<file path="config.mk">
export PLATFORM = sky130hd
export DESIGN_NAME = adp_seg_frame_ctrl_flat
export DESIGN_NICKNAME = d
export VERILOG_FILES = /design/src/rtl/adp_seg_pkg.sv /design/src/rtl/adp_seg_frame_ctrl_if.sv /design/src/rtl/adp_seg_border_mask.sv /design/src/rtl/adp_seg_frame_ctrl.sv /design/src/flat_wrapper.sv
export SDC_FILE = /design/constraint.sdc
export NUM_CORES = 1
export LEC_CHECK = 0
export BUFFER_PORTS_ARGS = -buffer_cell sky130_fd_sc_hd__buf_2
export CAP_MARGIN = 20
export CELL_PAD_IN_SITES_DETAIL_PLACEMENT = 0
export CELL_PAD_IN_SITES_GLOBAL_PLACEMENT = 1
export CORE_MARGIN = 1
export CORE_UTILIZATION = 49
export DETAILED_ROUTE_END_ITERATION = 12
export PLACE_DENSITY = 0.87
export SYNTH_ARGS = -nofsm -noshare
export SYNTH_HDL_FRONTEND = slang
export SYNTH_HIERARCHICAL = 1
export SYNTH_SLANG_ARGS = --single-unit
</file>
<file path="constraint.sdc">
create_clock -name clk -period 3.5 [get_ports clk]
set_clock_uncertainty 0.2 [all_clocks]
set_input_delay 0.35 -clock clk [delete_from_list [all_inputs] [get_ports clk]]
set_output_delay 0.35 -clock clk [all_outputs]
set_load 0.01 [all_outputs]
</file>
<file path="src/rtl/adp_seg_pkg.sv">
// Shared types and widths for the adaptive-threshold segmentation frame controller.
// Provides the input FSM states, config bundle and a saturating counter helper.
package adp_seg_pkg;

    localparam int GAIN_W = 5;
    localparam int CNT_W  = 12;
    localparam int FCNT_W = 16;

    typedef enum logic [1:0] {
        S_IDLE,
        S_WAIT,
        S_LINE,
        S_HBLK
    } state_t;

    typedef struct packed {
        logic [GAIN_W-1:0] gain;
        logic              bypass;
    } cfg_t;

    // Geometry counters stick at all-ones instead of wrapping, so an
    // oversized line or frame can never alias back to a legal length.
    function automatic logic [CNT_W-1:0] sat_inc(input logic [CNT_W-1:0] v);
        return (&v) ? v : v + 1'b1;
    endfunction

endpackage

</file>
<file path="src/rtl/adp_seg_frame_ctrl_if.sv">
// Run-time configuration handshake for the segmentation frame controller.
// master: cfg_valid/cfg_gain/cfg_bypass out, cfg_ready in; slave: the reverse.
interface adp_seg_frame_ctrl_if;
    import adp_seg_pkg::*;

    logic              cfg_valid;
    logic              cfg_ready;
    logic [GAIN_W-1:0] cfg_gain;
    logic              cfg_bypass;

    modport master (
        output cfg_valid,
        output cfg_gain,
        output cfg_bypass,
        input  cfg_ready
    );

    modport slave (
        input  cfg_valid,
        input  cfg_gain,
        input  cfg_bypass,
        output cfg_ready
    );

endinterface

</file>
<file path="src/rtl/adp_seg_border_mask.sv">
// Output-side border blanking: tracks x/y of the datapath stream and zeroes the
// invalid 1-pixel border of the 3x3 result. Ports: seg_* stream in, bypass in,
// out_* (all delayed one cycle) out.
module adp_seg_border_mask
    import adp_seg_pkg::*;
#(
    parameter logic [CNT_W-1:0] H_DISP = 12'd640,
    parameter logic [CNT_W-1:0] V_DISP = 12'd480
) (
    input  logic       clk,
    input  logic       rst,
    input  logic       seg_vsync,
    input  logic       seg_hsync,
    input  logic       seg_de,
    input  logic [7:0] seg_data,
    input  logic       bypass,
    output logic       out_vsync,
    output logic       out_hsync,
    output logic       out_de,
    output logic [7:0] out_data
);

    logic [CNT_W-1:0] x_out;
    logic [CNT_W-1:0] y_out;
    logic             vs_rise;
    logic             de_fall;
    logic             border;
    logic [7:0]       pix;

    // The delayed out_vsync/out_de double as the previous-cycle samples.
    assign vs_rise = seg_vsync & ~out_vsync;
    assign de_fall = ~seg_de & out_de;

    assign border = (x_out == '0)
                  | (x_out == H_DISP - 12'd1)
                  | (y_out == '0)
                  | (y_out == V_DISP - 12'd1);

    assign pix = (seg_de & (~border | bypass)) ? seg_data : 8'h00;

    always_ff @(posedge clk or posedge rst) begin
        if (rst) begin
            out_vsync <= 1'b0;
            out_hsync <= 1'b0;
            out_de    <= 1'b0;
            out_data  <= 8'h00;
            x_out     <= '0;
            y_out     <= '0;
        end else begin
            out_vsync <= seg_vsync;
            out_hsync <= seg_hsync;
            out_de    <= seg_de;
            out_data  <= pix;
            if (vs_rise) begin
                x_out <= '0;
                y_out <= '0;
            end else if (seg_de) begin
                x_out <= sat_inc(x_out);
            end else if (de_fall) begin
                x_out <= '0;
                y_out <= sat_inc(y_out);
            end
        end
    end

endmodule

</file>
<file path="src/rtl/adp_seg_frame_ctrl.sv">
// Frame-level controller: input geometry FSM, config shadowing at frame start,
// frame counting, sticky geometry errors and the output border mask.
// Ports: clk/rst, Y_* input sync, seg_* datapath stream, cfg handshake (slave),
// err_clr; gain_act, out_*, frame_cnt, frame_done, err_hlen, err_vlen.
module adp_seg_frame_ctrl
    import adp_seg_pkg::*;
#(
    parameter logic [CNT_W-1:0]  H_DISP   = 12'd640,
    parameter logic [CNT_W-1:0]  V_DISP   = 12'd480,
    parameter logic [GAIN_W-1:0] GAIN_RST = 5'd25
) (
    input  logic              clk,
    input  logic              rst,
    input  logic              Y_vsync,
    input  logic              Y_hsync,
    input  logic              Y_de,
    input  logic              seg_vsync,
    input  logic              seg_hsync,
    input  logic              seg_de,
    input  logic [7:0]        seg_data,
    adp_seg_frame_ctrl_if.slave cfg,
    input  logic              err_clr,
    output logic [GAIN_W-1:0] gain_act,
    output logic              out_vsync,
    output logic              out_hsync,
    output logic              out_de,
    output logic [7:0]        out_data,
    output logic [FCNT_W-1:0] frame_cnt,
    output logic              frame_done,
    output logic              err_hlen,
    output logic              err_vlen
);

    state_t           state;
    state_t           state_n;
    logic [CNT_W-1:0] x_in;
    logic [CNT_W-1:0] x_n;
    logic [CNT_W-1:0] y_in;
    logic [CNT_W-1:0] y_n;
    logic             vs_q;
    logic             de_q;
    logic             hs_q;
    logic             vs_rise;
    logic             de_rise;
    logic             line_end;
    logic             close;
    logic             hlen_set;
    logic             vlen_set;

    cfg_t             pend;
    logic             pend_valid;
    cfg_t             act;
    logic             ready;
    logic             accept;

    assign vs_rise  = Y_vsync & ~vs_q;
    assign de_rise  = Y_de & ~de_q;
    // A line also ends if hsync arrives while de is still high.
    assign line_end = (~Y_de & de_q) | (Y_hsync & ~hs_q);

    always_ff @(posedge clk or posedge rst) begin
        if (rst) begin
            state <= S_IDLE;
            x_in  <= '0;
            y_in  <= '0;
            vs_q  <= 1'b0;
            de_q  <= 1'b0;
            hs_q  <= 1'b0;
        end else begin
            state <= state_n;
            x_in  <= x_n;
            y_in  <= y_n;
            vs_q  <= Y_vsync;
            de_q  <= Y_de;
            hs_q  <= Y_hsync;
        end
    end

    always_comb begin
        state_n  = state;
        x_n      = x_in;
        y_n      = y_in;
        close    = 1'b0;
        hlen_set = 1'b0;
        vlen_set = 1'b0;
        unique case (state)
            S_IDLE: begin
                if (vs_rise) begin
                    state_n = S_WAIT;
                    y_n     = '0;
                end
            end
            S_WAIT, S_HBLK: begin
                if (vs_rise) begin
                    state_n  = S_WAIT;
                    close    = 1'b1;
                    vlen_set = (y_in != V_DISP);
                    y_n      = '0;
                end else if (de_rise) begin
                    state_n = S_LINE;
                    x_n     = 12'd1;
                    y_n     = sat_inc(y_in);
                end
            end
            S_LINE: begin
                if (line_end) begin
                    state_n  = S_HBLK;
                    hlen_set = (x_in != H_DISP);
                end else if (Y_de) begin
                    x_n = sat_inc(x_in);
                end
            end
            default: state_n = S_IDLE;
        endcase
    end

    // A new error in the same cycle as err_clr keeps the flag set.
    always_ff @(posedge clk or posedge rst) begin
        if (rst) begin
            frame_cnt  <= '0;
            frame_done <= 1'b0;
            err_hlen   <= 1'b0;
            err_vlen   <= 1'b0;
        end else begin
            frame_done <= close;
            if (close) begin
                frame_cnt <= frame_cnt + 16'd1;
            end
            err_hlen <= hlen_set | (err_hlen & ~err_clr);
            err_vlen <= vlen_set | (err_vlen & ~err_clr);
        end
    end

    assign accept        = cfg.cfg_valid & ready;
    assign cfg.cfg_ready = ready;
    assign gain_act      = act.gain;

    // ready stays low through the apply cycle and returns one cycle later.
    always_ff @(posedge clk or posedge rst) begin
        if (rst) begin
            pend       <= '0;
            pend_valid <= 1'b0;
            act        <= '{gain: GAIN_RST, bypass: 1'b0};
            ready      <= 1'b1;
        end else begin
            ready <= ~pend_valid & ~accept;
            if (vs_rise) begin
                if (accept) begin
                    act <= '{gain: cfg.cfg_gain, bypass: cfg.cfg_bypass};
                end else if (pend_valid) begin
                    act        <= pend;
                    pend_valid <= 1'b0;
                end
            end else if (accept) begin
                pend       <= '{gain: cfg.cfg_gain, bypass: cfg.cfg_bypass};
                pend_valid <= 1'b1;
            end
        end
    end

    adp_seg_border_mask #(
        .H_DISP (H_DISP),
        .V_DISP (V_DISP)
    ) u_mask (
        .clk       (clk),
        .rst       (rst),
        .seg_vsync (seg_vsync),
        .seg_hsync (seg_hsync),
        .seg_de    (seg_de),
        .seg_data  (seg_data),
        .bypass    (act.bypass),
        .out_vsync (out_vsync),
        .out_hsync (out_hsync),
        .out_de    (out_de),
        .out_data  (out_data)
    );

endmodule

</file>
<file path="src/flat_wrapper.sv">
// flat-port wrapper written by rule: the top's interface ports become plain ports
module adp_seg_frame_ctrl_flat import adp_seg_pkg::*;
#(
    parameter logic [CNT_W-1:0]  H_DISP   = 12'd640,
    parameter logic [CNT_W-1:0]  V_DISP   = 12'd480,
    parameter logic [GAIN_W-1:0] GAIN_RST = 5'd25
)
  (clk, rst, Y_vsync, Y_hsync, Y_de, seg_vsync, seg_hsync, seg_de, seg_data, err_clr, gain_act, out_vsync, out_hsync, out_de, out_data, frame_cnt, frame_done, err_hlen, err_vlen, cfg_cfg_valid, cfg_cfg_gain, cfg_cfg_bypass, cfg_cfg_ready);
  adp_seg_frame_ctrl_if cfg_i ();
  input  logic clk;
  input  logic rst;
  input  logic Y_vsync;
  input  logic Y_hsync;
  input  logic Y_de;
  input  logic seg_vsync;
  input  logic seg_hsync;
  input  logic seg_de;
  input  logic [7:0] seg_data;
  input  logic err_clr;
  output logic [GAIN_W-1:0] gain_act;
  output logic out_vsync;
  output logic out_hsync;
  output logic out_de;
  output logic [7:0] out_data;
  output logic [FCNT_W-1:0] frame_cnt;
  output logic frame_done;
  output logic err_hlen;
  output logic err_vlen;
  input wire logic [$bits(cfg_i.cfg_valid)-1:0] cfg_cfg_valid;
  input wire logic [$bits(cfg_i.cfg_gain)-1:0] cfg_cfg_gain;
  input wire logic [$bits(cfg_i.cfg_bypass)-1:0] cfg_cfg_bypass;
  output wire logic [$bits(cfg_i.cfg_ready)-1:0] cfg_cfg_ready;
  assign cfg_i.cfg_valid = cfg_cfg_valid;
  assign cfg_i.cfg_gain = cfg_cfg_gain;
  assign cfg_i.cfg_bypass = cfg_cfg_bypass;
  assign cfg_cfg_ready = cfg_i.cfg_ready;
  adp_seg_frame_ctrl #(.H_DISP(H_DISP), .V_DISP(V_DISP), .GAIN_RST(GAIN_RST)) u_core (.clk(clk), .rst(rst), .Y_vsync(Y_vsync), .Y_hsync(Y_hsync), .Y_de(Y_de), .seg_vsync(seg_vsync), .seg_hsync(seg_hsync), .seg_de(seg_de), .seg_data(seg_data), .cfg(cfg_i), .err_clr(err_clr), .gain_act(gain_act), .out_vsync(out_vsync), .out_hsync(out_hsync), .out_de(out_de), .out_data(out_data), .frame_cnt(frame_cnt), .frame_done(frame_done), .err_hlen(err_hlen), .err_vlen(err_vlen));
endmodule
</file>
Word-level counts from Yosys, hierarchy flattened
Index checks and enable logic that the tools add are counted.

Reduce and logical (&&, ||, !) cells: 22. Multiplexer cells: 36. Equal/unequal tests: 20. Shift-type cells: 0. Multipliers: 0. Bitwise operators: 29. Div/mod/pow operators: 0. $lt $le $gt $ge: 0. Add/subtract/negate cells: 5.

Operators with widths (count): two-way mux 12 bit (17); adder 12 x 1 -> 12 bit, second input constant (4); case mux 12 bit (2 select lines) (2); AND reduction 12 bit (4); logical NOT 12 bit (2); adder 16 x 1 -> 16 bit, second input constant (1); equality test 12 x 10 -> 1 bit, second input constant (1); equality test 12 x 9 -> 1 bit, second input constant (1); two-way mux 6 bit (2); != test 12 x 10 -> 1 bit, second input constant (1); != test 12 x 9 -> 1 bit, second input constant (1); != test 2 bit, second input constant (6); bitwise AND 1 bit (11); inverter 1 bit (11); nonzero test 2 bit (5); two-way mux 1 bit (9); two-way mux 2 bit (4); two-way mux 8 bit (1); != test 2 x 1 -> 1 bit, second input constant (4); AND reduction 2 bit (4); bitwise OR 1 bit (7); case mux 2 bit (3 select lines) (1); AND reduction 3 bit (2); AND reduction 6 bit (1); 9 further kinds (10).

Bits of input ports: 24. Register bits: 97. Output and inout port bits: 36. Memories: 0. RAM bits: 0. Memory bits (read-only): 0. Word-level logic and storage cells: 134. Latch bits: 0.

Longest topological paths before layout
Gate-level depths: netlist of the first run.

Depth after elaboration: 8. Gate-level depth with buffers: 6. Mapped depth without buffers: 6.

Modules after synthesis
Netlist of the first run, hierarchy kept.

Modules (own cells, without submodules): adp_seg_frame_ctrl (instances 1, seq. area each 1556.5 sq um, area an instance 3209.3 sq um, cells an instance 313); adp_seg_border_mask (instances 1, seq. area each 875.8 sq um, area an instance 1816.7 sq um, cells an instance 187).

Least setup slack after synthesis of the first run
No wires, ideal clock.

Kind: reg2reg. From: register u_core.u_mask.y_out[3]. To: register u_core.u_mask.out_data[0]. Path buffers: 1. Required time: 3.180 ns. Stages on the path, launching flop included: 7. Setup time: 0.120 ns. Clock period less this slack: 1.953 ns. Slack: 1.547 ns. Data arrival time: 1.633 ns. Cell sequence: dfrtp_1 > buf_6 > or4_4 > nor4b_2 > o211a_1 > a31oi_2 > and3_1.

Cells in the longest elaborated chain, start to end: 7. Elaborated cells between the ends (all ways): 8. Those cells by class: 1 x eq/ne; 1 x mux; 5 x bitwise; 1 x reduce/logical.

RTL lines: start, declared (RTL line adp_seg_border_mask.sv:24) `logic [CNT_W-1:0] y_out;`; start signal, assigned (RTL line adp_seg_border_mask.sv:61) `y_out <= sat_inc(y_out);`; logical NOT 12 bit (RTL line adp_seg_border_mask.sv:36) `| (y_out == '0)`; bitwise OR 1 bit (RTL line adp_seg_border_mask.sv:36); bitwise OR 1 bit * (RTL line adp_seg_border_mask.sv:37) `| (y_out == V_DISP - 12'd1);`; inverter 1 bit * (RTL line adp_seg_border_mask.sv:39) `assign pix = (seg_de & (~border | bypass)) ? seg_data : 8'h00;`; bitwise OR 1 bit * (RTL line adp_seg_border_mask.sv:39); bitwise AND 1 bit * (RTL line adp_seg_border_mask.sv:39); two-way mux 8 bit * (RTL line adp_seg_border_mask.sv:39); via u_core.u_mask.pix[0] (RTL line adp_seg_border_mask.sv:28) `logic [7:0] pix;`; end signal, assigned (RTL line adp_seg_border_mask.sv:53) `out_data <= pix;`; end, declared (RTL line adp_seg_border_mask.sv:20) `output logic [7:0] out_data`.

Mark *: on every way through the listed nets, which the timed path passes. The rest lies on a longest branch. A chain may end at the register's enable or synchronous reset.

Worst setup path after layout of the first run
From: register u_core.state[0]. To: register u_core.x_in[8].

Cells in the longest elaborated chain, start to end: 4. Elaborated cells between the ends (all ways): 12. Those cells by class: 8 x eq/ne; 1 x mux; 3 x reduce/logical.

RTL lines: start, declared (RTL line adp_seg_frame_ctrl.sv:34) `state_t state;`; start signal, assigned (RTL line adp_seg_frame_ctrl.sv:70) `state <= state_n;`; equality test 2 x 1 -> 1 bit / equality test 2 bit (equally long branches) (RTL line adp_seg_frame_ctrl.sv:86) `unique case (state)`; OR reduction 2 bit (RTL line adp_seg_frame_ctrl.sv:86); != test 2 bit (no line), or another cell as far along; AND reduction 6 bit (no line); end signal, assigned (RTL line adp_seg_frame_ctrl.sv:71) `x_in <= x_n;`; end, declared (RTL line adp_seg_frame_ctrl.sv:36) `logic [CNT_W-1:0] x_in;`.

Parallel ways exist; a longest one is shown, timed or not.

==> impl_results.md, run 1 <==
* Critical Path End Type: register
* Max-Cap Viols at 0
* Chip width at 103 microns
* CTS tree: yes
* Fin area at 5630 sq um
* Synthesized flop and latch total at 97
* Max FO, Critical Path at 14
* Leak at 2.54 nW
* TNS Setup at 0 ns
* Critical path class: register to register
* Asr flop ratio synth at 1.00
* IO Pins at 60
* Initial core utilization at 0.510
* CTS Sinks at 97
* Final hold viol count at 0
* Reg2Reg Depth at 5
* WL per Instance at 14.7 microns
* CTS Buffer Depth at 2
* Number of global-route vias before repair at 3708
* Leading area contributor after synthesis: dfrtp_1
* Fin. max-slew vios at 0
* R2R Setup Slk at 1.30 ns
* Synth warnings at 6
* CP peak stage delay at 0.48 ns
* Delay-heaviest family, CP: compound AO/OA/AOI/OAI gates
* First-pass GRT wire length at 17.4 mm
* Buffers & Inverters on Critical Path at 1
* Cts bufs inserted at 9
* Critical path, cell by cell: nor2b_1 > buf_4 > nand3_1 > a221o_1 > a22o_1
* Hold WC Path Type: primary input to register
* DIE AREA at 10700 sq um
* RSZ-0062 raised after global routing: false
* Syn nets at 534
* Vias at 3900
* Mapped Area at 5030 sq um
* Worst hold slack at 0.0296 ns
* Power Density at 500 nW/um^2
* Worst r2r src: u_core/state[0]
* Post-synth top flop: dfrtp_1
* Die H at 103 microns
* Setup-failing EPs final at 0
* Power Total at 2.81 mW
* Post-synth EDFFs at 0
* Maximum VDD drop at 280 uV
* Number of buffers added on ports at 59
* Worst path arrival time at 2.26 ns
* Cell variety after synth at 69
* Reg2reg end: u_core/x_in[8]
* Post-CTS sizing at 0
* Slew HR at 0.601
* Clock Tree Root: clkbuf_8
* Grt ovf at 0
* Synth Instances at 500
* Row count at 36
* Initial antenna violation count at 0
* Avg Synthesized Cell Area at 10.1 sq um
* Fraction of layout cells with a size suffix above 1 at 0.204
* Pre-antenna DRT Iters at 5
* Largest net degree at the start of global routing at 44
* Overall routing resource usage at 0.208
* DP Area at 5390 sq um
* Critical path endpoint: u_core/x_in[8]
* Area growth, synth to finish at 11.9%
* CP Data Required Time at 3.55 ns
* Clock period minus final worst setup slack at 2.20 ns
* GP Congestion at 0.889
* Fin cells at 697
* H-tree depth at 3
* Core area at 9860 sq um
* DP Wirelength at 7.28 mm
* F_max at 0.454 GHz
* Post-route ant nets at 0
* Clock-pin slew on the worst setup and hold paths at 0.09 ns
* DRC errors left at 0
* Startpoint types: register
* Placed cell count at 674
* Via density at 5.60
* Drt initial violations at 117
* Slew @ Worst Pin at 0.595 ns
* N_diodes at 0
* Seq/Total Area, Yosys at 0.484
* Area share of the largest cell type after synthesis at 0.463
* Clk_lat worst skew at 0.36 ns
* Routed WL at 10.3 mm
* Slowest-stage cell, CP: dfrtp_1
* Ranking of synthesized cells by area: dfrtp_1, nand2_1, xnor2_1
* Nets at 594
* Critical path launch point: u_core/state[0]
* Outcome: finished clean
* Levels on crit path at 5
* Tcrit/Tclk final at 0.629
## registers in the layout, summed over array words and instances (netlist names), 5 cells and up, named ones only
signal	count
u_core/x_in	12
u_core/u_mask/out_data	8
u_core/frame_cnt	16
u_core/u_mask/y_out	12
u_core/gain_act	5
u_core/pend	6
u_core/u_mask/x_out	12
u_core/y_in	12
## power by group
group          internal [mW]  leakage (nW)  switching (mW)  total [mW]
registers               1.32          1.28           0.167        1.49
logic                  0.321          1.19           0.386       0.707
clock network          0.255        0.0802           0.363       0.618
## timing repair
item | in CTS | in global routing
setup buffers | 0 | 0
hold buffers | 7 | 1
endpoints found under the hold margin | 61 | 1
endpoints found under the setup margin | 0 | 0
## worst register-to-register path, cell delays in order, from the launching register on
cell and delay (ns):
dfrtp_1 0.48, nor2b_1 0.14, buf_4 0.19, nand3_1 0.39, a221o_1 0.47, a22o_1 0.23
## cell usage after synthesis (all sizes together), types with 2 or more instances
master,number
nor2,38
inv,28
or2,2
and3,16
o22ai,4
o221ai,4
nor2b,9
or4,2
a221oi,5
a211oi,5
or3,7
ha,10
nand3,25
o2bb2ai,2
clkbuf,12
a31oi,11
a21o,3
dfrtp,93
o21ai,26
nand2,44
o22a,3
nand4,17
nor3,16
nor4,9
mux2,8
and2,6
nand2b,3
a21boi,3
nor4b,2
a21oi,7
xor2,7
buf,12
mux2i,11
dfstp,4
xnor2,18
a221o,2
and4,7
o31a,3
a2bb2oi,3
## worst min-delay path by stage
stage / from / endpoint / slack, ns / cells past startpoint
2_1_floorplan: u_core/pend_valid / u_core/cfg.cfg_ready / 0.18 / 1
3_3_place_gp: rst / u_core/frame_cnt[6] / 0.17 / 2
3_5_place_dp: rst / u_core/frame_cnt[15] / 0.18 / 2
4_1_cts: seg_data[0] / u_core/u_mask/out_data[0] / 0.008 / 2
5_1_grt: seg_data[3] / u_core/u_mask/out_data[3] / 0.01 / 2
6_report: seg_data[5] / u_core/u_mask/out_data[5] / 0.03 / 2
## final cells by class
type                       instances  area (sq um)
tap                              133           166
clock inverter                     3          18.8
sequential                        97          2430
clock buffer                      12           135
inverter                          28           105
fill                             871          4240
timing repair buffer              73           420
multi-input combinational        351          2350
## cell families after synthesis
logic type	Yosys count	share of synthesized area
buffers and inverters	52	0.0490
AO/OA/AOI/OAI	89	0.125
XOR/XNOR	25	0.0436
multiplexers	19	0.0398
flip-flops	97	0.484
adder cells (fa/ha/maj)	10	0.0249
AND/OR/NAND/NOR	208	0.234
## cell usage in the layout (no fill, tap or decap), types with 10 or more instances in the layout
cell type  count
inv_1         26
a31oi_1       10
nand3_1       21
xnor2_1       18
mux2i_1       11
nand4_1       17
ha_1          10
o21ai_0       25
nand2_1       44
buf_2         59
nor3_1        16
nor2_1        38
dfrtp_1       93
and3_1        16
## per-stage QoR
stage                     setup WS [ns]  utilization
final                              1.30        0.570
after global routing               1.16        0.570
after CTS                          1.32        0.569
after detailed placement           1.34        0.547
after global placement             1.37        0.547
after floorplan                    1.42            -
## per-layer routing
metal | wire length [microns] | track usage | vias to the layer above | part of all wire
li1 | - | - | 1915 | -
met2 | 5010 | 0.346 | 82 | 0.49
met3 | 377 | 0.0544 | 7 | 0.037
met1 | 4780 | 0.274 | 1896 | 0.47
met4 | 75 | 0.0488 | 0 | 0.0073
met5 | 0 | 0 | - | 0
(Power assumes the default switching activity.)
==> run 2, diff against run 1 <==
--- a/config.mk
+++ b/config.mk
@@ -10,9 +10,9 @@
 export CELL_PAD_IN_SITES_DETAIL_PLACEMENT = 0
 export CELL_PAD_IN_SITES_GLOBAL_PLACEMENT = 1
 export CORE_MARGIN = 1
-export CORE_UTILIZATION = 49
+export CORE_UTILIZATION = 41
 export DETAILED_ROUTE_END_ITERATION = 12
-export PLACE_DENSITY = 0.87
+export PLACE_DENSITY = 0.78
 export SYNTH_ARGS = -nofsm -noshare
 export SYNTH_HDL_FRONTEND = slang
 export SYNTH_HIERARCHICAL = 1
==> constraint.sdc (replaced) <==
create_clock -name clk -period 1.9 [get_ports clk]
set_clock_uncertainty 0.2 [all_clocks]
set_input_delay 0.19 -clock clk [delete_from_list [all_inputs] [get_ports clk]]
set_output_delay 0.19 -clock clk [all_outputs]
set_load 0.01 [all_outputs]
==> impl_results.md, run 2 (synthesis results as in run 1) <==
* Met1 wire length at 5.20 mm
* Routed WL at 11.2 mm
* First-pass GRT wire length at 19.0 mm
* CTS Sinks at 97
* Final worst slack at -0.0124 ns
* Hold WC Path Type: primary input to async pin
* Grt ovf at 0
* Leak at 2.88 nW
* Pre-antenna DRT Iters at 4
* F_max at 0.523 GHz
* WL per Instance at 14.6 microns
* DP Wirelength at 7.98 mm
* H-tree depth at 3
* Uppermost layer routed: met4
* Power Total at 5.96 mW
* Max-Cap Viols at 0
* RSZ-0062 raised after global routing: true
* Most frequent cells in the layout: dfrtp_1, buf_2, buf_4
* Clock Tree Root: clkbuf_16
* Number of buffers added on ports at 59
* Tcrit/Tclk final at 1.01
* Most common cell after layout, fill and taps aside: dfrtp_1
* Vias at 4097
* Clk_lat worst skew at 0.35 ns
* Overall routing resource usage at 0.187
* Max FO, Critical Path at 8
* Number of flip-flops under the largest register name at 16
* CTS Buffer Depth at 2
* Area growth, synth to finish at 25.8%
* Clock period minus final worst setup slack at 1.91 ns
* Fin cells at 769
* Post-route ant nets at 0
* Failing checks: setup timing
* Via density at 5.33
* Critical Path End Type: register
* Worst hold slack at 0.127 ns
* Fillers at 1064
* Met3 WL at 343 microns
* Initial antenna violation count at 0
* DIE AREA at 12700 sq um
* Final hold viol count at 0
* Largest register by flop count: u_core/frame_cnt
* Nets at 651
* Initial core utilization at 0.420
* Metal2 WL at 5.46 mm
* Outcome: complete, but fails checks
* Chip width at 113 microns
* Slew @ Worst Pin at 0.630 ns
* Clock-pin slew on the worst setup and hold paths at 0.06 ns
* GP Congestion at 0.851
* IO Pins at 60
* Core area at 12000 sq um
* Placed cell count at 729
* Row count at 40
* Die H at 113 microns
* Worst path arrival time at 1.95 ns
* Startpoint types: register
* Power Density at 943 nW/um^2
* Number of global-route vias before repair at 4019
* Drt initial violations at 240
* Cts bufs inserted at 9
* CTS tree: yes
* DRC errors left at 0
* Slew HR at 0.577
* Setup-failing EPs final at 3
* N_diodes at 0
* Critical path class: register to register
* Fraction of layout cells with a size suffix above 1 at 0.280
* Largest net degree at the start of global routing at 38
* Maximum VDD drop at 455 uV
* CP Data Required Time at 1.94 ns
* Fin. max-slew vios at 0
-- run 2: changes by cell type in the layout (fill, tap and decap cells not counted), moves of 4 or more --
cell,before,now
buf_4,6,48
dlygate4sd3_1,8,22
clkbuf_16,0,9
clkbuf_8,9,2
and3_1,16,12
-- run 2: layer usage --
metal,GRT usage,up-vias
met3,0.0300,16
li1,-,2031
met4,0.0889,0
met1,0.242,1961
met5,0,-
met2,0.309,89
-- run 2: metrics by stage --
stage | TNS (ns) | setup slack, ns | utilization | instance area [sq um]
2_1_floorplan | -0.0378 | -0.00473 | - | 5040
3_3_place_gp | 0 | 0.00987 | 0.480 | 5740
3_5_place_dp | -0.173 | -0.0256 | 0.480 | 5740
4_1_cts | -0.00695 | -0.00407 | 0.522 | 6250
5_1_grt | -0.365 | -0.0451 | 0.529 | 6320
6_report | -0.0231 | -0.0124 | 0.529 | 6320
-- run 2: power breakdown --
group          switching [mW]  total [mW]  internal, mW
combinational           0.791        1.54         0.744
clock                   0.752        1.71         0.953
sequential              0.285        2.72          2.44
-- run 2: area by class of cell --
class / count / area [sq um] / share of cell area
repair buffers: 130 / 896 / 0.142
inverters: 28 / 109 / 0.0172
multi-input cells: 351 / 2430 / 0.384
clock inverters: 3 / 15.0 / 0.00237
well taps: 147 / 184 / 0.0291
clock buffers: 13 / 260 / 0.0411
flip-flops and latches: 97 / 2430 / 0.385
-- run 2: repair_timing --
| action | 4_1_cts | 5_1_grt |
|---|---|---|
| endpoints found under the setup margin | 10 | 29 |
| endpoints found under the hold margin | 122 | 0 |
| resized for setup | 2 | 18 |
| hold buffers | 22 | 0 |
| setup buffers | 0 | 2 |
| pin swaps | 1 | 6 |
-- run 2: final timing paths --
path / cells past startpoint / to / slack, ns / startpoint
max: 5 / u_core/u_mask/out_data[2] / -0.01 / u_core/u_mask/y_out[2]
min: 3 / u_core/frame_cnt[11] / 0.13 / rst
max reg2reg: 5 / u_core/u_mask/out_data[2] / -0.01 / u_core/u_mask/y_out[2]
min reg2reg: 1 / u_core/cfg.cfg_ready / 0.21 / u_core/pend_valid
max in group asynchronous: 4 / u_core/gain_act[0] / 0.85 / rst
min in group clk: 4 / u_core/frame_cnt[0] / 0.14 / Y_vsync
-- run 2: critical path, cell delays in order (launching register included) --
cell	delay, ns
dfrtp_1	0.37
or4_4	0.54
nor4b_4	0.22
o211a_1	0.20
a31oi_4	0.06
and3_4	0.21
